===== src/rtl/ctrl_pkg.sv =====
// Shared constants and types for the multicycle control sequencer:
// opcodes, ALU op codes, FSM state encodings, instruction classes.
package ctrl_pkg;

    localparam logic [6:0] OPC_R      = 7'h33;
    localparam logic [6:0] OPC_I      = 7'h13;
    localparam logic [6:0] OPC_LOAD   = 7'h03;
    localparam logic [6:0] OPC_STORE  = 7'h23;
    localparam logic [6:0] OPC_BRANCH = 7'h63;
    localparam logic [6:0] OPC_JAL    = 7'h6F;

    localparam logic [2:0] ALU_AND = 3'b000;
    localparam logic [2:0] ALU_OR  = 3'b001;
    localparam logic [2:0] ALU_ADD = 3'b010;
    localparam logic [2:0] ALU_SUB = 3'b110;
    localparam logic [2:0] ALU_SLT = 3'b111;

    localparam logic [2:0] F3_ADDSUB = 3'b000;
    localparam logic [2:0] F3_SLT    = 3'b010;
    localparam logic [2:0] F3_OR     = 3'b110;
    localparam logic [2:0] F3_AND    = 3'b111;

    localparam logic [2:0] F3_BEQ = 3'b000;
    localparam logic [2:0] F3_BNE = 3'b001;

    localparam logic [2:0] S_FETCH  = 3'd0;
    localparam logic [2:0] S_DECODE = 3'd1;
    localparam logic [2:0] S_EXEC   = 3'd2;
    localparam logic [2:0] S_MEM    = 3'd3;
    localparam logic [2:0] S_WB     = 3'd4;
    localparam logic [2:0] S_HALT   = 3'd5;

    typedef enum logic [2:0] {
        CLS_R,
        CLS_I,
        CLS_LOAD,
        CLS_STORE,
        CLS_BRANCH,
        CLS_JAL,
        CLS_ILLEGAL
    } insn_class_t;

    function automatic logic branch_taken(input logic [2:0] funct3, input logic zero);
        case (funct3)
            F3_BEQ:  return zero;
            F3_BNE:  return !zero;
            default: return 1'b0;
        endcase
    endfunction

endpackage


===== src/rtl/ctrl_sequencer_if.sv =====
// Handshake between the control sequencer (master) and the yIF/yID/yEX/yDM
// datapath (slave).
interface ctrl_sequencer_if #(
    parameter int XLEN  = 32,
    parameter int CNT_W = 16
);
    logic [31:0]      ins;
    logic             zero;
    logic [XLEN-1:0]  branch;
    logic [XLEN-1:0]  jTarget;
    logic             mem_ready;

    logic [XLEN-1:0]  PCin;
    logic             RegWrite;
    logic             ALUSrc;
    logic [2:0]       op;
    logic             MemRead;
    logic             MemWrite;
    logic             Mem2Reg;
    logic             Link;
    logic [CNT_W-1:0] retired;
    logic             halted;
    logic             illegal;

    modport master (
        input  ins, zero, branch, jTarget, mem_ready,
        output PCin, RegWrite, ALUSrc, op, MemRead, MemWrite, Mem2Reg, Link,
               retired, halted, illegal
    );

    modport slave (
        output ins, zero, branch, jTarget, mem_ready,
        input  PCin, RegWrite, ALUSrc, op, MemRead, MemWrite, Mem2Reg, Link,
               retired, halted, illegal
    );
endinterface


===== src/rtl/alu_op_decode.sv =====
// Combinational instruction decode: classifies the latched IR and derives
// the ALU op and whether the second operand is the immediate.
module alu_op_decode
    import ctrl_pkg::*;
(
    input  logic [31:0] ir,
    output logic [2:0]  op,
    output logic        imm_src,
    output insn_class_t cls
);
    logic [6:0] opcode;
    logic [2:0] funct3;
    logic       funct7_5;
    logic       unused_ir_bits;

    assign opcode         = ir[6:0];
    assign funct3         = ir[14:12];
    assign funct7_5       = ir[30];
    assign unused_ir_bits = ^{ir[31], ir[29:15], ir[11:7]};

    // NOTE: every output is given a default before the case so no latch is inferred.
    always_comb begin
        cls = CLS_ILLEGAL;
        case (opcode)
            OPC_R:      cls = CLS_R;
            OPC_I:      cls = CLS_I;
            OPC_LOAD:   cls = CLS_LOAD;
            OPC_STORE:  cls = CLS_STORE;
            OPC_BRANCH: cls = CLS_BRANCH;
            OPC_JAL:    cls = CLS_JAL;
            default:    cls = CLS_ILLEGAL;
        endcase

        imm_src = (cls == CLS_I) || (cls == CLS_LOAD) || (cls == CLS_STORE);

        op = ALU_ADD;
        case (cls)
            CLS_R, CLS_I: begin
                case (funct3)
                    // sub exists only for register-register ops
                    F3_ADDSUB: op = (cls == CLS_R && funct7_5) ? ALU_SUB : ALU_ADD;
                    F3_AND:    op = ALU_AND;
                    F3_OR:     op = ALU_OR;
                    F3_SLT:    op = ALU_SLT;
                    default:   op = ALU_ADD;
                endcase
            end
            CLS_BRANCH: op = ALU_SUB;
            default:    op = ALU_ADD;
        endcase
    end
endmodule


===== src/rtl/ctrl_sequencer.sv =====
// Multicycle FETCH/DECODE/EXEC/MEM/WB sequencer: owns PC and IR, drives the
// datapath strobes, resolves beq/bne/jal, counts retirements, optional halt.
module ctrl_sequencer
    import ctrl_pkg::*;
#(
    parameter int             XLEN      = 32,
    parameter logic [XLEN-1:0] ENTRY    = XLEN'(32'h28),
    parameter int             CNT_W     = 16,
    parameter int             MAX_INSNS = 0
) (
    input  logic              clk,
    input  logic              reset,
    ctrl_sequencer_if.master  bus
);
    localparam logic [CNT_W-1:0] MAX_CNT = CNT_W'(MAX_INSNS);

    logic [2:0]       state, state_nxt;
    logic [XLEN-1:0]  pc, next_pc;
    logic [31:0]      ir;
    logic [CNT_W-1:0] retired, retired_inc;
    logic             illegal;
    logic             retire, hit_max;

    logic [2:0]       dec_op;
    logic             imm_src;
    insn_class_t      cls;

    alu_op_decode u_dec (
        .ir      (ir),
        .op      (dec_op),
        .imm_src (imm_src),
        .cls     (cls)
    );

    assign retired_inc = retired + CNT_W'(1);
    assign hit_max     = (MAX_INSNS != 0) && (retired_inc == MAX_CNT);

    always_comb begin
        state_nxt = state;
        retire    = 1'b0;
        case (state)
            S_FETCH:  state_nxt = S_DECODE;
            S_DECODE: begin
                case (cls)
                    CLS_JAL:     state_nxt = S_WB;
                    CLS_ILLEGAL: state_nxt = S_HALT;
                    default:     state_nxt = S_EXEC;
                endcase
            end
            S_EXEC: begin
                case (cls)
                    CLS_LOAD, CLS_STORE: state_nxt = S_MEM;
                    CLS_BRANCH:          retire    = 1'b1;
                    default:             state_nxt = S_WB;
                endcase
            end
            S_MEM: begin
                if (bus.mem_ready) begin
                    if (cls == CLS_STORE) retire = 1'b1;
                    else                  state_nxt = S_WB;
                end
            end
            S_WB:    retire    = 1'b1;
            S_HALT:  state_nxt = S_HALT;
            default: state_nxt = S_FETCH;
        endcase
        if (retire) state_nxt = hit_max ? S_HALT : S_FETCH;
    end

    // zero, branch and jTarget are only meaningful in the retiring cycle
    always_comb begin
        next_pc = pc + XLEN'(4);
        if (cls == CLS_BRANCH && branch_taken(ir[14:12], bus.zero))
            next_pc = pc + bus.branch;
        else if (cls == CLS_JAL)
            next_pc = pc + bus.jTarget;
    end

    // NOTE: sequential state uses non-blocking assignments so every register samples pre-edge values.
    always_ff @(posedge clk) begin
        if (reset) begin
            state   <= S_FETCH;
            pc      <= ENTRY;
            ir      <= '0;
            retired <= '0;
            illegal <= 1'b0;
        end else begin
            state <= state_nxt;
            if (state == S_FETCH) ir <= bus.ins;
            if (state == S_DECODE && cls == CLS_ILLEGAL) illegal <= 1'b1;
            if (retire) begin
                pc      <= next_pc;
                retired <= retired_inc;
            end
        end
    end

    assign bus.PCin     = pc;
    assign bus.RegWrite = (state == S_WB);
    assign bus.ALUSrc   = (state == S_EXEC || state == S_MEM) && imm_src;
    assign bus.op       = dec_op;
    assign bus.MemRead  = (state == S_MEM) && (cls == CLS_LOAD);
    assign bus.MemWrite = (state == S_MEM) && (cls == CLS_STORE);
    assign bus.Mem2Reg  = (state == S_WB) && (cls == CLS_LOAD);
    assign bus.Link     = (state == S_WB) && (cls == CLS_JAL);
    assign bus.retired  = retired;
    assign bus.halted   = (state == S_HALT);
    assign bus.illegal  = illegal;
endmodule

===== src/flat_wrapper.sv =====
// flat-port wrapper written by rule: the top's interface ports become plain ports
module ctrl_sequencer_flat import ctrl_pkg::*;
#(
    parameter int             XLEN      = 32,
    parameter logic [XLEN-1:0] ENTRY    = XLEN'(32'h28),
    parameter int             CNT_W     = 16,
    parameter int             MAX_INSNS = 0
)
  (clk, reset, bus_ins, bus_zero, bus_branch, bus_jTarget, bus_mem_ready, bus_PCin, bus_RegWrite, bus_ALUSrc, bus_op, bus_MemRead, bus_MemWrite, bus_Mem2Reg, bus_Link, bus_retired, bus_halted, bus_illegal);
  ctrl_sequencer_if #(.XLEN(XLEN), .CNT_W(CNT_W)) bus_i ();
  input  logic clk;
  input  logic reset;
  input wire logic [$bits(bus_i.ins)-1:0] bus_ins;
  input wire logic [$bits(bus_i.zero)-1:0] bus_zero;
  input wire logic [$bits(bus_i.branch)-1:0] bus_branch;
  input wire logic [$bits(bus_i.jTarget)-1:0] bus_jTarget;
  input wire logic [$bits(bus_i.mem_ready)-1:0] bus_mem_ready;
  output wire logic [$bits(bus_i.PCin)-1:0] bus_PCin;
  output wire logic [$bits(bus_i.RegWrite)-1:0] bus_RegWrite;
  output wire logic [$bits(bus_i.ALUSrc)-1:0] bus_ALUSrc;
  output wire logic [$bits(bus_i.op)-1:0] bus_op;
  output wire logic [$bits(bus_i.MemRead)-1:0] bus_MemRead;
  output wire logic [$bits(bus_i.MemWrite)-1:0] bus_MemWrite;
  output wire logic [$bits(bus_i.Mem2Reg)-1:0] bus_Mem2Reg;
  output wire logic [$bits(bus_i.Link)-1:0] bus_Link;
  output wire logic [$bits(bus_i.retired)-1:0] bus_retired;
  output wire logic [$bits(bus_i.halted)-1:0] bus_halted;
  output wire logic [$bits(bus_i.illegal)-1:0] bus_illegal;
  assign bus_i.ins = bus_ins;
  assign bus_i.zero = bus_zero;
  assign bus_i.branch = bus_branch;
  assign bus_i.jTarget = bus_jTarget;
  assign bus_i.mem_ready = bus_mem_ready;
  assign bus_PCin = bus_i.PCin;
  assign bus_RegWrite = bus_i.RegWrite;
  assign bus_ALUSrc = bus_i.ALUSrc;
  assign bus_op = bus_i.op;
  assign bus_MemRead = bus_i.MemRead;
  assign bus_MemWrite = bus_i.MemWrite;
  assign bus_Mem2Reg = bus_i.Mem2Reg;
  assign bus_Link = bus_i.Link;
  assign bus_retired = bus_i.retired;
  assign bus_halted = bus_i.halted;
  assign bus_illegal = bus_i.illegal;
  ctrl_sequencer #(.XLEN(XLEN), .ENTRY(ENTRY), .CNT_W(CNT_W), .MAX_INSNS(MAX_INSNS)) u_core (.clk(clk), .reset(reset), .bus(bus_i));
endmodule

===== config.mk =====
export PLATFORM = sky130hd
export DESIGN_NAME = ctrl_sequencer_flat
export DESIGN_NICKNAME = d
export VERILOG_FILES = /design/src/rtl/ctrl_pkg.sv /design/src/rtl/ctrl_sequencer_if.sv /design/src/rtl/alu_op_decode.sv /design/src/rtl/ctrl_sequencer.sv /design/src/flat_wrapper.sv
export SDC_FILE = /design/constraint.sdc
export NUM_CORES = 1
export LEC_CHECK = 0
export ABC_AREA = 1
export BUFFER_PORTS_ARGS = -buffer_cell sky130_fd_sc_hd__buf_2
export CAP_MARGIN = 20
export CORE_MARGIN = 2
export CORE_UTILIZATION = 50
export DETAILED_ROUTE_END_ITERATION = 16
export GPL_TIMING_DRIVEN = 0
export PLACE_DENSITY = 0.77
export SLEW_MARGIN = 40
export SYNTH_ARGS = -nofsm -noshare
export SYNTH_HDL_FRONTEND = slang
export SYNTH_SLANG_ARGS = --single-unit

===== constraint.sdc =====
create_clock -name clk -period 2.4 [get_ports clk]
set_input_delay 0.24 -clock clk [delete_from_list [all_inputs] [get_ports clk]]
set_output_delay 0.24 -clock clk [all_outputs]
set_load 0.005 [all_outputs]

==> results.json <==
{
  "yosys_warnings": 0,
  "synth.ff_latch_count": 63,
  "drv_cap": 0,
  "grt_pass1_wl_um": 46100,
  "die_w_um": 132,
  "num_rows": 46,
  "synth_compound_area_frac": 0.166,
  "tns_ns": 0,
  "tightest_slew_ns": 0.596,
  "antenna_found_initial": 0,
  "grt_max_degree": 14,
  "dieArea_um2": 17500,
  "cts_made_buffers": 9,
  "drc": 0,
  "cts_tree": "yes",
  "slew_headroom": 0.603,
  "cts_max_path_buffers": 2,
  "first_pass_iters": 5,
  "vias": 10200,
  "clock-sinks": 63,
  "regToRegEndpoint": "u_core.bus.PCin[14]$_SDFFE_PP0P_",
  "htreeDepth": 3,
  "synth-adder-area-share": 0.102,
  "holdWs_ns": 0.124,
  "critPathMaxStageDelay_ns": 0.53,
  "synth_xor_xnor_area_share": 0.0309,
  "synth.distinct_cells": 50,
  "worstSetupEndpoint": "u_core.bus.PCin[14]$_SDFFE_PP0P_",
  "hp-start": "bus_ins[14]",
  "coreArea_um2": 15900,
  "synthFlopType": "dfxtp_1",
  "drv_slew": 0,
  "synth_nets": 1652,
  "async_flop_share": 0,
  "period_needed_ns": 2.32,
  "crit_start": "u_core.bus.PCin[8]$_SDFFE_PP0P_",
  "hold_viol": 0,
  "synth-edff-count": 0,
  "placed_area_um2": 9160,
  "fmax_mhz": 432,
  "grt_overflow": 0,
  "skew_ns": 0.0120,
  "crit_family": "simple AND/OR/NAND/NOR gates",
  "clkSlewWorstSetupHoldPaths_ns": 0.07,
  "die_y_um": 132,
  "nNetsFinal": 1801,
  "worstHoldPathType": "input pin to register",
  "critical_path.max_fanout": 7,
  "path_depth": 13,
  "gp_congestion": 0.969,
  "r2r-start": "u_core.bus.PCin[8]$_SDFFE_PP0P_",
  "worstRegToRegCells": 13,
  "post-dp-hpwl_um": 24500,
  "clk_latency_ns": 0.34,
  "syn_area_um2": 8210,
  "drive_gt1_frac": 0.156,
  "synthMuxAreaShare": 0,
  "postRouteAntennaNets": 0,
  "avgSynthCellArea_um2": 5.52,
  "cp_num_buf_inv": 2,
  "io_pins": 159,
  "place.port_buffers": 136,
  "wirelength_um": 29600,
  "vias_per_cell": 5.48,
  "path_cells": "ha_1 > nand2_1 > inv_1 > nand2_1 > nand2_1 > a21oi_1 > nand2_2 > o21ai_0 > o21ai_0 > nand2_1 > nand3_1 > nand2_1 > inv_1",
  "n_antenna_cell": 0,
  "drtIter0Drc": 847,
  "syn_inst": 1486,
  "area_growth_pct": 17.8,
  "cpMaxStageDelayCell": "dfxtp_1",
  "wl_per_cell_um": 15.9,
  "fin_crit_sh": 0.965,
  "path_common_cell": "nand2_1",
  "final_area_um2": 9670,
  "irDropWorstVdd_mv": 0.496,
  "initial_utilization": 0.515,
  "grt_usage": 0.330,
  "synth_simple_gate_area_share": 0.431,
  "power_density_nw_per_um2": 699,
  "crit_type": "register to register",
  "p_leak_nw": 5.07,
  "setup-violations-final": 0,
  "cp-start-kind": "register",
  "cts-root-buf": "clkbuf_16",
  "grt_pass1_vias": 9165,
  "cp_data_arrival_time_ns": 2.56,
  "ys_seq_area_frac": 0.154,
  "r2r_setup_slack_ns": 0.08,
  "status": "complete, no violations",
  "endpoint_kind": "register",
  "synth_top_family_by_area": "simple AND/OR/NAND/NOR gates",
  "hold_buffers": 0,
  "worst_ep_required_time_ns": 2.64
}
[Yosys cell counts (2+ instances only)]
| library cell | number | area share |
|---|---|---|
| xnor2_1 | 14 | 0.015 |
| a21boi_0 | 3 | 0.0027 |
| nand2_1 | 457 | 0.21 |
| inv_1 | 213 | 0.097 |
| o21a_1 | 3 | 0.0027 |
| o21bai_1 | 10 | 0.0091 |
| ha_1 | 64 | 0.098 |
| inv_2 | 10 | 0.0046 |
| fa_1 | 2 | 0.0049 |
| nor3_4 | 2 | 0.0040 |
| dfxtp_1 | 63 | 0.15 |
| o221ai_1 | 2 | 0.0021 |
| buf_2 | 7 | 0.0043 |
| and2_1 | 2 | 0.0015 |
| a21oi_1 | 106 | 0.065 |
| nand2_2 | 3 | 0.0023 |
| a21o_1 | 3 | 0.0027 |
| nor2_4 | 3 | 0.0041 |
| and3_1 | 2 | 0.0015 |
| nor4_1 | 4 | 0.0030 |
| nand3b_1 | 6 | 0.0055 |
| nand3_2 | 3 | 0.0037 |
| o21ai_1 | 6 | 0.0037 |
| nor2_1 | 162 | 0.074 |
| nor3_1 | 26 | 0.016 |
| or2_2 | 9 | 0.0069 |
| xor2_1 | 15 | 0.016 |
| o31ai_1 | 2 | 0.0018 |
| o211ai_1 | 2 | 0.0018 |
| buf_4 | 3 | 0.0027 |
| a31oi_1 | 8 | 0.0061 |
| nand3_1 | 119 | 0.073 |
| nor2_2 | 7 | 0.0053 |
| a211oi_1 | 2 | 0.0018 |
| buf_6 | 2 | 0.0027 |
| clkbuf_1 | 11 | 0.0050 |
| nand4_1 | 23 | 0.018 |
| o21ai_0 | 94 | 0.057 |
| o22ai_1 | 2 | 0.0015 |
[report_power, final]
| group | switching, W | total [W] | internal [W] |
|---|---|---|---|
| Sequential | 0.000452 | 0.00174 | 0.00129 |
| Combinational | 0.00228 | 0.00356 | 0.00128 |
| Clock | 0.000539 | 0.00146 | 0.000922 |
[worst min path at each step]
stage | endpoint | slack, ns | cells past startpoint
CTS | u_core.ir[14]$_SDFFE_PP0P_ | 0.12 | 3
floorplan | u_core.ir[0]$_SDFFE_PP0P_ | 0.37 | 2
global placement | u_core.bus.illegal$_SDFFE_PP0P_ | 0.44 | 2
detailed placement | u_core.bus.illegal$_SDFFE_PP0P_ | 0.44 | 2
finish | u_core.ir[14]$_SDFFE_PP0P_ | 0.12 | 3
global route | u_core.ir[5]$_SDFFE_PP0P_ | 0.14 | 3
[per-stage QoR]
stage	std cells	util	total power (W)	setup WS, ns
floorplan	1486	-	0.00405	0.321
global placement	1838	0.575	0.00506	-0.134
detailed placement	1838	0.575	0.00512	-0.111
CTS	1854	0.596	0.00658	0.00845
global route	1856	0.606	0.00729	-0.0195
finish	1856	0.606	0.00676	0.0835
[worst register-to-register path, cell delays in order (launching register included)]
cell	delay [ns]
dfxtp_1	0.53
ha_1	0.34
nand2_1	0.15
inv_1	0.05
nand2_1	0.06
nand2_1	0.07
a21oi_1	0.19
nand2_2	0.17
o21ai_0	0.18
o21ai_0	0.12
nand2_1	0.13
nand3_1	0.13
nand2_1	0.08
inv_1	0.03
[flip-flops by register name (all words and copies together), names as in the netlist]
name,cells
u_core.bus.retired,16
u_core.ir,11
u_core.bus.illegal,1
u_core.bus.PCin,32
u_core.state,3
[cell type report]
type | count | area (µm²)
Clock inverter | 7 | 103
Inverter | 223 | 837
Sequential cell | 63 | 1300
Clock buffer | 9 | 225
Fill cell | 1655 | 6270
Multi-Input combinational cell | 1177 | 6120
Tap cell | 216 | 270
Timing Repair Buffer | 138 | 696
Buffer | 23 | 124
[metal layers]
metal / global-route usage / vias to the layer above / routed length (µm)
met1: 0.448 / 4498 / 12900
met5: 0 / - / 0
met3: 0.0300 / 64 / 2390
met2: 0.538 / 472 / 13100
li1: - / 5135 / -
met4: 0.137 / 0 / 1150
[placed cells by master, fill, tap and decap left out, types with 9 or more instances in the layout]
cell / netlist / routed
nand2_1: 457 / 449
inv_1: 213 / 213
nor2_1: 162 / 160
buf_2: 7 / 142
nand3_1: 119 / 119
a21oi_1: 106 / 104
o21ai_0: 94 / 92
ha_1: 64 / 57
dfxtp_1: 63 / 37
nor3_1: 26 / 24
dfxtp_2: 0 / 24
nand4_1: 23 / 23
xor2_1: 15 / 15
xnor2_1: 14 / 14
clkbuf_1: 11 / 11
nand2_2: 3 / 11
inv_2: 10 / 10
o21bai_1: 10 / 10
or2_2: 9 / 9
clkbuf_16: 0 / 9
[repair_timing]
item	4_1_cts	5_1_grt
endpoints found under the setup margin	7	22
gates resized for setup	5	55
endpoints found under the hold margin	0	0
setup buffers	0	2
pin swaps	0	2
[logic make-up (layout without fill, tap and decap cells)]
kind of cell / after synthesis / in the layout
flops: 63 / 63
buf+inv: 246 / 400
compound gates: 250 / 250
xor+xnor: 29 / 29
simple gates: 832 / 832
fa+ha+maj: 66 / 66
Power figures use the tool's default switching activity.
